`src/rtl/histogram_builder_pkg.sv`:
```
// Shared definitions for the histogram builder: controller states and default widths.
package histogram_builder_pkg;

  typedef enum logic [1:0] {
    ST_IDLE  = 2'd0,
    ST_CLEAR = 2'd1,
    ST_ACCUM = 2'd2,
    ST_DRAIN = 2'd3
  } hist_state_e;

  localparam int HIST_DATA_WIDTH = 17;
  localparam int HIST_ADDR_WIDTH = 8;
  localparam logic [HIST_DATA_WIDTH-1:0] HIST_MAX = {HIST_DATA_WIDTH{1'b1}};

endpackage

```
`src/rtl/histogram_builder.sv`:
```
// Histogram builder: clears an external dual-port SRAM, then does a two-stage
// read/increment/write per pixel with same-bin forwarding between consecutive pixels.
//
//   state    | meaning
//   ---------+-----------------------------------------------------------
//   ST_IDLE  | waiting for start_i, SRAM untouched
//   ST_CLEAR | writing zero to every bin, ascending, one per cycle
//   ST_ACCUM | accepting pixels; stage 0 reads, stage 1 writes bin+1
//   ST_DRAIN | single cycle carrying stage 1 of the last pixel; done_o
module histogram_builder
  import histogram_builder_pkg::*;
#(
  parameter int DATA_WIDTH = HIST_DATA_WIDTH,
  parameter int ADDR_WIDTH = HIST_ADDR_WIDTH
) (
  input  logic                  clk_i,
  input  logic                  rst_i,
  input  logic                  start_i,
  input  logic                  pix_valid_i,
  input  logic [ADDR_WIDTH-1:0] pix_data_i,
  input  logic                  pix_last_i,
  output logic                  pix_ready_o,
  output logic                  busy_o,
  output logic                  done_o,
  output logic                  sat_o,
  output logic                  sram_csb0_o,
  output logic [ADDR_WIDTH-1:0] sram_addr0_o,
  output logic [DATA_WIDTH-1:0] sram_din0_o,
  output logic                  sram_csb1_o,
  output logic [ADDR_WIDTH-1:0] sram_addr1_o,
  input  logic [DATA_WIDTH-1:0] sram_dout1_i
);

  localparam logic [DATA_WIDTH-1:0] BIN_MAX  = {DATA_WIDTH{1'b1}};
  localparam logic [ADDR_WIDTH-1:0] LAST_BIN = {ADDR_WIDTH{1'b1}};

  hist_state_e           state_q, state_d;
  logic [ADDR_WIDTH-1:0] clr_left_q;
  logic                  s1_valid_q;
  logic                  s1_fwd_q;
  logic [ADDR_WIDTH-1:0] s1_bin_q;
  logic [DATA_WIDTH-1:0] fwd_data_q;
  logic                  sat_q;

  logic                  accept;
  logic                  hazard;
  logic                  s1_sat;
  logic [DATA_WIDTH-1:0] s1_old;
  logic [DATA_WIDTH-1:0] s1_new;

  assign accept = (state_q == ST_ACCUM) && pix_valid_i;
  // Same bin as the write in flight: skip the read and reuse the value being written.
  assign hazard = accept && s1_valid_q && (s1_bin_q == pix_data_i);
  assign s1_old = s1_fwd_q ? fwd_data_q : sram_dout1_i;
  assign s1_sat = (s1_old == BIN_MAX);
  assign s1_new = s1_sat ? BIN_MAX : s1_old + DATA_WIDTH'(1);
  assign sat_o  = sat_q;

  always_ff @(posedge clk_i or posedge rst_i) begin
    if (rst_i) begin
      state_q    <= ST_IDLE;
      clr_left_q <= '0;
      s1_valid_q <= 1'b0;
      s1_fwd_q   <= 1'b0;
      s1_bin_q   <= '0;
      fwd_data_q <= '0;
      sat_q      <= 1'b0;
    end else begin
      state_q    <= state_d;
      s1_valid_q <= accept;
      s1_fwd_q   <= hazard;
      if (accept) s1_bin_q <= pix_data_i;
      if (hazard) fwd_data_q <= s1_new;
      if (state_q == ST_IDLE && start_i) clr_left_q <= LAST_BIN;
      else if (state_q == ST_CLEAR)      clr_left_q <= clr_left_q - ADDR_WIDTH'(1);
      if (state_q == ST_IDLE && start_i) sat_q <= 1'b0;
      else if (s1_valid_q && s1_sat)     sat_q <= 1'b1;
    end
  end

  always_comb begin
    state_d      = state_q;
    pix_ready_o  = 1'b0;
    busy_o       = 1'b0;
    done_o       = 1'b0;
    sram_csb0_o  = 1'b1;
    sram_addr0_o = '0;
    sram_din0_o  = '0;
    sram_csb1_o  = 1'b1;
    sram_addr1_o = '0;
    unique case (state_q)
      ST_IDLE: begin
        if (start_i) state_d = ST_CLEAR;
      end
      ST_CLEAR: begin
        busy_o       = 1'b1;
        sram_csb0_o  = 1'b0;
        // Down-counter walks the address upward through its complement.
        sram_addr0_o = ~clr_left_q;
        if (clr_left_q == '0) state_d = ST_ACCUM;
      end
      ST_ACCUM: begin
        busy_o      = 1'b1;
        pix_ready_o = 1'b1;
        if (accept && pix_last_i) state_d = ST_DRAIN;
      end
      ST_DRAIN: begin
        busy_o  = 1'b1;
        done_o  = 1'b1;
        state_d = ST_IDLE;
      end
      default: state_d = ST_IDLE;
    endcase
    if (s1_valid_q) begin
      sram_csb0_o  = 1'b0;
      sram_addr0_o = s1_bin_q;
      sram_din0_o  = s1_new;
    end
    if (accept && !hazard) begin
      sram_csb1_o  = 1'b0;
      sram_addr1_o = pix_data_i;
    end
  end

endmodule
```
`config.mk`:
```
export PLATFORM = sky130hd
export DESIGN_NAME = histogram_builder
export DESIGN_NICKNAME = d
export VERILOG_FILES = /design/src/rtl/histogram_builder_pkg.sv /design/src/rtl/histogram_builder.sv
export SDC_FILE = /design/constraint.sdc
export NUM_CORES = 1
export LEC_CHECK = 0
export CORE_MARGIN = 5
export CORE_UTILIZATION = 46
export DETAILED_ROUTE_END_ITERATION = 12
export PLACE_DENSITY = 0.74
export RECOVER_POWER = 100
export SYNTH_ARGS = -nofsm -noshare
export SYNTH_HDL_FRONTEND = slang
export SYNTH_SLANG_ARGS = --single-unit
```
`constraint.sdc`:
```
create_clock -name clk_i -period 7.9 [get_ports clk_i]
set_input_delay 1.185 -clock clk_i [delete_from_list [all_inputs] [get_ports clk_i]]
set_output_delay 1.185 -clock clk_i [all_outputs]
set_load 0.005 [all_outputs]
```
==> results of run 1 <==
-- worst max-delay path, cell delays in order --
cell and delay, ns:
dlygate4sd3_1 0.60, mux2_1 0.20, ha_1 0.31, nand4_1 0.13, o22ai_1 0.50, nand4_1 0.27
or2_0 0.67, a21boi_0 0.39, clkdlybuf4s50_1 0.56
-- power by group --
group	leakage [nW]	internal, mW	switching, mW
logic	1.24	0.161	0.133
clock network	0.0395	0.0628	0.0667
registers	0.466	0.235	0.0490
-- layer usage --
metal  vias to the layer above  GRT usage (%)  share of wire, %
li1                       1450              -                 -
met1                      1418           27.4                46
met2                        95           31.6                46
met3                         9           4.10               6.5
met4                         0           5.13               1.1
met5                         -              0                 0
-- stage by stage --
stage / cell area [um2] / utilization, %
6_report: 3930 / 58.2
2_1_floorplan: 3170 / -
5_1_grt: 3930 / 58.2
3_5_place_dp: 3870 / 57.3
4_1_cts: 3950 / 58.5
3_3_place_gp: 3870 / 57.3
-- placed cells by master (no fill, tap or decap), types with 13 or more instances in the layout --
cell type,instances
dfrtp_1,37
a21boi_0,13
nand2_1,35
clkdlybuf4s50_1,36
a21oi_1,25
nor2_1,30
o21ai_0,14
mux2i_1,18
dlygate4sd3_1,32
nand3_1,13
xor2_1,15
-- logic make-up (layout without fill, tap and decap cells) --
family          count (synthesis)  after routing
xor+xnor                       27             27
fa+ha+maj                       8              8
buf+inv                        33             90
mux                            29             29
flops                          38             38
simple gates                  154            154
compound gates                 84             84
-- worst max path at each step --
stage | slack (ns) | end | cells after the start
detailed placement | 2.42 | sram_din0_o[0] | 9
global placement | 2.49 | sram_din0_o[0] | 9
floorplan | 3.84 | sram_din0_o[14] | 13
CTS | 2.41 | sram_din0_o[0] | 9
finish | 1.91 | sram_din0_o[4] | 9
global route | 1.69 | sram_din0_o[0] | 9
-- layout make-up --
class,instances,share of cell area [%]
flip-flops and latches,38,24.2
well taps,80,2.55
inverters,12,1.15
multi-input cells,302,52.5
clock buffers,8,2.04
repair buffers,70,17.6
-- state kept, by name (all words and copies together), names as in the netlist --
signal	count
fwd_data_q	17
s1_bin_q	8
state_q	2
sat_o	1
s1_valid_q	1
s1_fwd_q	1
clr_left_q	8
==> run_results.csv, run 1 <==
group,metric,value,unit
min_path,hp-start,"clr_left_q[2]",
timing,max_freq,0.167,GHz
critical_path,r2r_start,"s1_fwd_q",
power_and_ir_drop,leakagePower,1.74,nW
logic_synthesis,synth_top_family_by_area,"simple AND/OR/NAND/NOR gates",
routing,drt_first_pass_iters,4,
cts,htree_num_levels,2,
place,dpl.hpwl,6220,um
cells_and_area,register_area,952,um2
logic_synthesis,synthXorXnorAreaFrac,7.45,%
global_routing,grt_pass1_wl,13800,um
logic_synthesis,synthTopCellsByArea,"dfrtp_1 (30%), mux2i_1 (5.7%), nand2_1 (4.1%)",
die,row_count,30,
critical_path,crit_fanout,21,
logic_synthesis,synth-seq-cells,38,
critical_path,startpoint,"sram_dout1_i[0]",
logic_synthesis,netlist_instances,373,
status,status,"complete, but fails checks",
cells_and_area,diodes,0,
global_routing,grt-ovfl-total,0,
logic_synthesis,synth_commonest_cells,"dfrtp_1 (38), nand2_1 (35), nor2_1 (30)",
logic_synthesis,synth_top_area_share,30.0,%
routing,finalWirelength,8330,um
cts,cts.sinks,38,
global_routing,grt_max_degree,77,
timing,worstMarginPinSlew,2.09,ns
cts,numCtsBuffers,5,
cells_and_area,nFillCells,621,
critical_path,endpoint_kind,"output port",
cts,cts_setup_buffers,0,
timing,finalSetupTns,0,ns
critical_path,rrSetupSlack,4.37,ns
cts,clkTransAtPathRegs,0.07,ns
timing,fin_hold_ws,0.531,ns
critical_path,r2r_cells,8,
cts,cts_resized,0,
cells_and_area,finalNonFillerCells,510,
logic_synthesis,synthArstFlopShare,100,%
die,core_area,0.00676,mm2
global_routing,grt_pass1_vias,2807,
place,gp_congestion,0.888,
cts,cts_max_path_buffers,2,
critical_path,worstSetupPathType,"in -> out",
routing,viasPerCell,5.83,
logic_synthesis,synth-main-ff-cell,"dfrtp_1",
timing,fin_crit,5.99,ns
global_routing,track_usage,19.8,%
cells_and_area,final_nets,467,
die,die_area,0.00866,mm2
cts,cts_root_buf,"clkbuf_8",
min_path,hold_path_depth,2,
cells_and_area,syn2layout_area_growth,23.9,%
logic_synthesis,yosysTopAreaCell,"dfrtp_1",
critical_path,rr_endpoint,"fwd_data_q[0]",
min_path,min_to,"clr_left_q[2]",
logic_synthesis,synth_compound_area_share,18.1,%
global_routing,antenna_found_initial,0,
timing,fin_skew,0.00736,ns
cells_and_area,multi_input_area,0.00206,mm2
logic_synthesis,netlist-cell-type-count,56,
logic_synthesis,syn_area,0.00317,mm2
logic_synthesis,synth-seq-area-share,30.0,%
timing,slew-limit-headroom,-39.1,%
logic_synthesis,muxShareOfSynthArea,9.58,%
job,cap_violations,1,
logic_synthesis,synth_warnings,0,
power_and_ir_drop,power_density,180,mW/mm2
timing,hold_violations,0,
timing,final-setup-viol-count,0,
power_and_ir_drop,vdd_drop_max,0.109,mV
timing,final_max_slew_viol_count,39,
power_and_ir_drop,power,707,uW
routing,drtIter0Drc,238,
logic_synthesis,synth_fa_ha_area_share,3.15,%
die,initial_core_util,47.0,%
logic_synthesis,syn_avg_cell_area,8.51,um2
die,die_x,93.1,um
die,die_y,93.1,um
place,numPortBuffers,68,
min_path,min_path_type,"reg -> reg",
status,violations,"max-capacitance violations, max-slew violations",
timing,rsz0062_at_grt,"false",
critical_path,crit_required,6.71,ns
logic_synthesis,synthSimpleGateAreaFrac,27.2,%
place,post-place-ws,2.42,ns
cells_and_area,drive_gt1_share,7.21,%
die,io_pins,69,
place,dpl.cell_count,502,
routing,wl_per_cell,16.3,um
cts,cts_tree,"built",
routing,ant_nets,0,
logic_synthesis,synth_enable_flop_cells,0,
routing,vias,2972,
logic_synthesis,synth_most_common_cell,"dfrtp_1",
critical_path,worstPathArrival,4.81,ns
timing,fin_crit_sh,75.8,%
critical_path,worstSetupStartpointType,"input port",
logic_synthesis,synth_nets,411,
routing,drcViolationCount,0,
cts,ctsHoldBuffers,0,
cts,clock_latency,0.29,ns
timing,setup_ws,1.91,ns
No activity file was read; power rests on OpenSTA's default activity.
==> inputs of run 2 (changes only) <==
- PLACE_DENSITY: 0.74 -> 0.76
- clock period: 7.9 -> 5.5 ns (I/O delays scaled with it)
==> run 2 against run 1 <==
Compared with the run above: the flow still finishes with violations (max-capacitance violations, max-slew violations); sequential share of layout area fell by 0.45 points; worst hold slack gained 0.011 ns; final cell count is 0.39% higher; utilization up 1.1 points; largest power group unchanged; highest routed layer unchanged.
==> run_results.csv, run 2 (synthesis gave the netlist of run 1 again) <==
group,metric,value,unit
status,status,"complete, but fails checks",
status,violations,"max-capacitance violations, max-slew violations",
global_routing,grt-ovfl-total,0,
routing,wl_per_cell,17.1,um
routing,ant_nets,0,
die,initial_core_util,47.0,%
power_and_ir_drop,vdd_drop_max,0.208,mV
place,gp_congestion,0.928,
cells_and_area,layout.cells.most_common_list,"clkdlybuf4s50_1 (42), dfrtp_1 (37), nand2_1 (35)",
timing,worstMarginPinSlew,2.14,ns
critical_path,slowest_stage,"dlygate4sd3_1",
timing,hold_violations,0,
cts,cts_max_path_buffers,2,
critical_path,startpoint,"sram_dout1_i[0]",
cts,cts_tree,"built",
cells_and_area,largest_register_ffs,17,
critical_path,r2r_start,"state_q[0]",
min_path,min_path_type,"reg -> reg",
critical_path,endpoint_kind,"output port",
global_routing,track_usage,20.5,%
cts,clock_latency,0.30,ns
timing,final-setup-viol-count,0,
cells_and_area,finalNonFillerCells,512,
cts,cts_resized,0,
job,cap_violations,1,
cells_and_area,fin_area,0.00401,mm2
cts,cts_setup_buffers,0,
cts,cts.sinks,38,
die,die_y,93.1,um
timing,fin_crit_sh,91.6,%
cts,htree_num_levels,2,
place,dpl_cell_area,0.00389,mm2
critical_path,crit_chain,"clkdlybuf4s50_1 -> mux2_2 -> ha_1 -> nand4_1 -> o22ai_1 -> nand4_2 -> or2_1 -> a21boi_0 -> dlygate4sd3_1",
global_routing,antenna_found_initial,0,
cells_and_area,syn2layout_area_growth,26.3,%
routing,drtIter0Drc,208,
routing,viasPerCell,5.92,
critical_path,worstSetupPathType,"in -> out",
timing,max_freq,0.198,GHz
cts,cts_root_buf,"clkbuf_8",
die,die_x,93.1,um
critical_path,r2r_cells,9,
critical_path,rrSetupSlack,2.42,ns
die,row_count,30,
timing,slew-limit-headroom,-42.4,%
timing,final_max_slew_viol_count,39,
routing,finalWirelength,8730,um
routing,drt_first_pass_iters,5,
die,core_area,0.00676,mm2
cells_and_area,top_regs,"fwd_data_q: 17 flops, clr_left_q: 8 flops, s1_bin_q: 8 flops",
global_routing,grt_pass1_vias,2930,
die,die_area,0.00866,mm2
cells_and_area,diodes,0,
cts,ctsHoldBuffers,0,
critical_path,rr_endpoint,"fwd_data_q[10]",
cells_and_area,post-route-util,59.3,%
routing,drcViolationCount,0,
critical_path,worstPathArrival,4.21,ns
die,io_pins,69,
power_and_ir_drop,power,1.14,mW
critical_path,worstSetupStartpointType,"input port",
timing,fin_hold_ws,0.542,ns
timing,fin_skew,0.0117,ns
power_and_ir_drop,power_density,284,mW/mm2
global_routing,grt_pass1_wl,14400,um
timing,rsz0062_at_grt,"false",
timing,fin_crit,5.04,ns
critical_path,worstSetupEndpoint,"sram_din0_o[0]",
routing,vias,3029,
cts,clkTransAtPathRegs,0.09,ns
power_and_ir_drop,leakagePower,1.77,nW
place,post-place-ws,0.699,ns
cells_and_area,drive_gt1_share,8.56,%
critical_path,crit_required,4.68,ns
timing,setup_ws,0.462,ns
timing,finalSetupTns,0,ns
critical_path,crit_fanout,21,
place,dpl.cell_count,504,
cells_and_area,top_register,"fwd_data_q",
global_routing,grt_max_degree,57,
place,numPortBuffers,68,
cells_and_area,layout_commonest_cell,"clkdlybuf4s50_1",
critical_path,max_stage_delay,0.59,ns
place,dpl.hpwl,6320,um
cts,numCtsBuffers,5,
cells_and_area,final_nets,469,
## run 2: cell count changes in the layout (fill, tap and decap cells not counted), sizes merged
cell	before	now
clkbuf	9	7
clkdlybuf4s50	36	42
bufinv	0	2
buf	1	2
dlygate4sd3	32	26
clkinv	0	1
## run 2: critical path, delay by kind of cell
| family | cells | cell delay, ns |
|---|---|---|
| simple gates | 3 | 0.90 |
| compound gates | 2 | 0.80 |
| fa+ha+maj | 1 | 0.31 |
| mux | 1 | 0.23 |
| buf+inv | 2 | 1.14 |
## run 2: final cells by class
type	instances	area, um2
inverter	12	45.0
timing repair buffer	72	703
sequential	38	952
clock buffer	5	68.8
fill	595	2750
tap	80	100
multi-input combinational	302	2070
clock inverter	3	68.8
## run 2: how the worst min path moves through the flow
| stage | cells past startpoint | slack (ns) | endpoint | startpoint |
|---|---|---|---|---|
| 2_1_floorplan | 2 | 0.49 | clr_left_q[2] | clr_left_q[2] |
| 3_3_place_gp | 2 | 0.51 | clr_left_q[2] | clr_left_q[2] |
| 3_5_place_dp | 2 | 0.53 | clr_left_q[2] | clr_left_q[2] |
| 4_1_cts | 2 | 0.55 | clr_left_q[2] | clr_left_q[2] |
| 5_1_grt | 2 | 0.57 | clr_left_q[0] | clr_left_q[0] |
| 6_report | 2 | 0.54 | sat_o | sat_o |
## run 2: report_power, final
group,switching (mW),internal [mW]
combinational,0.211,0.235
sequential,0.0556,0.338
clock,0.116,0.182
total,0.382,0.755
## run 2: per-layer routing
layer	GRT usage [%]	vias to the layer above	share of wire, %
li1	-	1455	-
met1	27.5	1432	44
met2	33.3	124	47
met3	4.91	18	7.7
met4	5.37	0	1.8
met5	0	-	0
==> inputs of run 3 (changes only) <==
- HOLD_SLACK_MARGIN: default -> 0.1
==> results of run 3 <==
Final layout, timing and power as in run 2 (identical DEF).
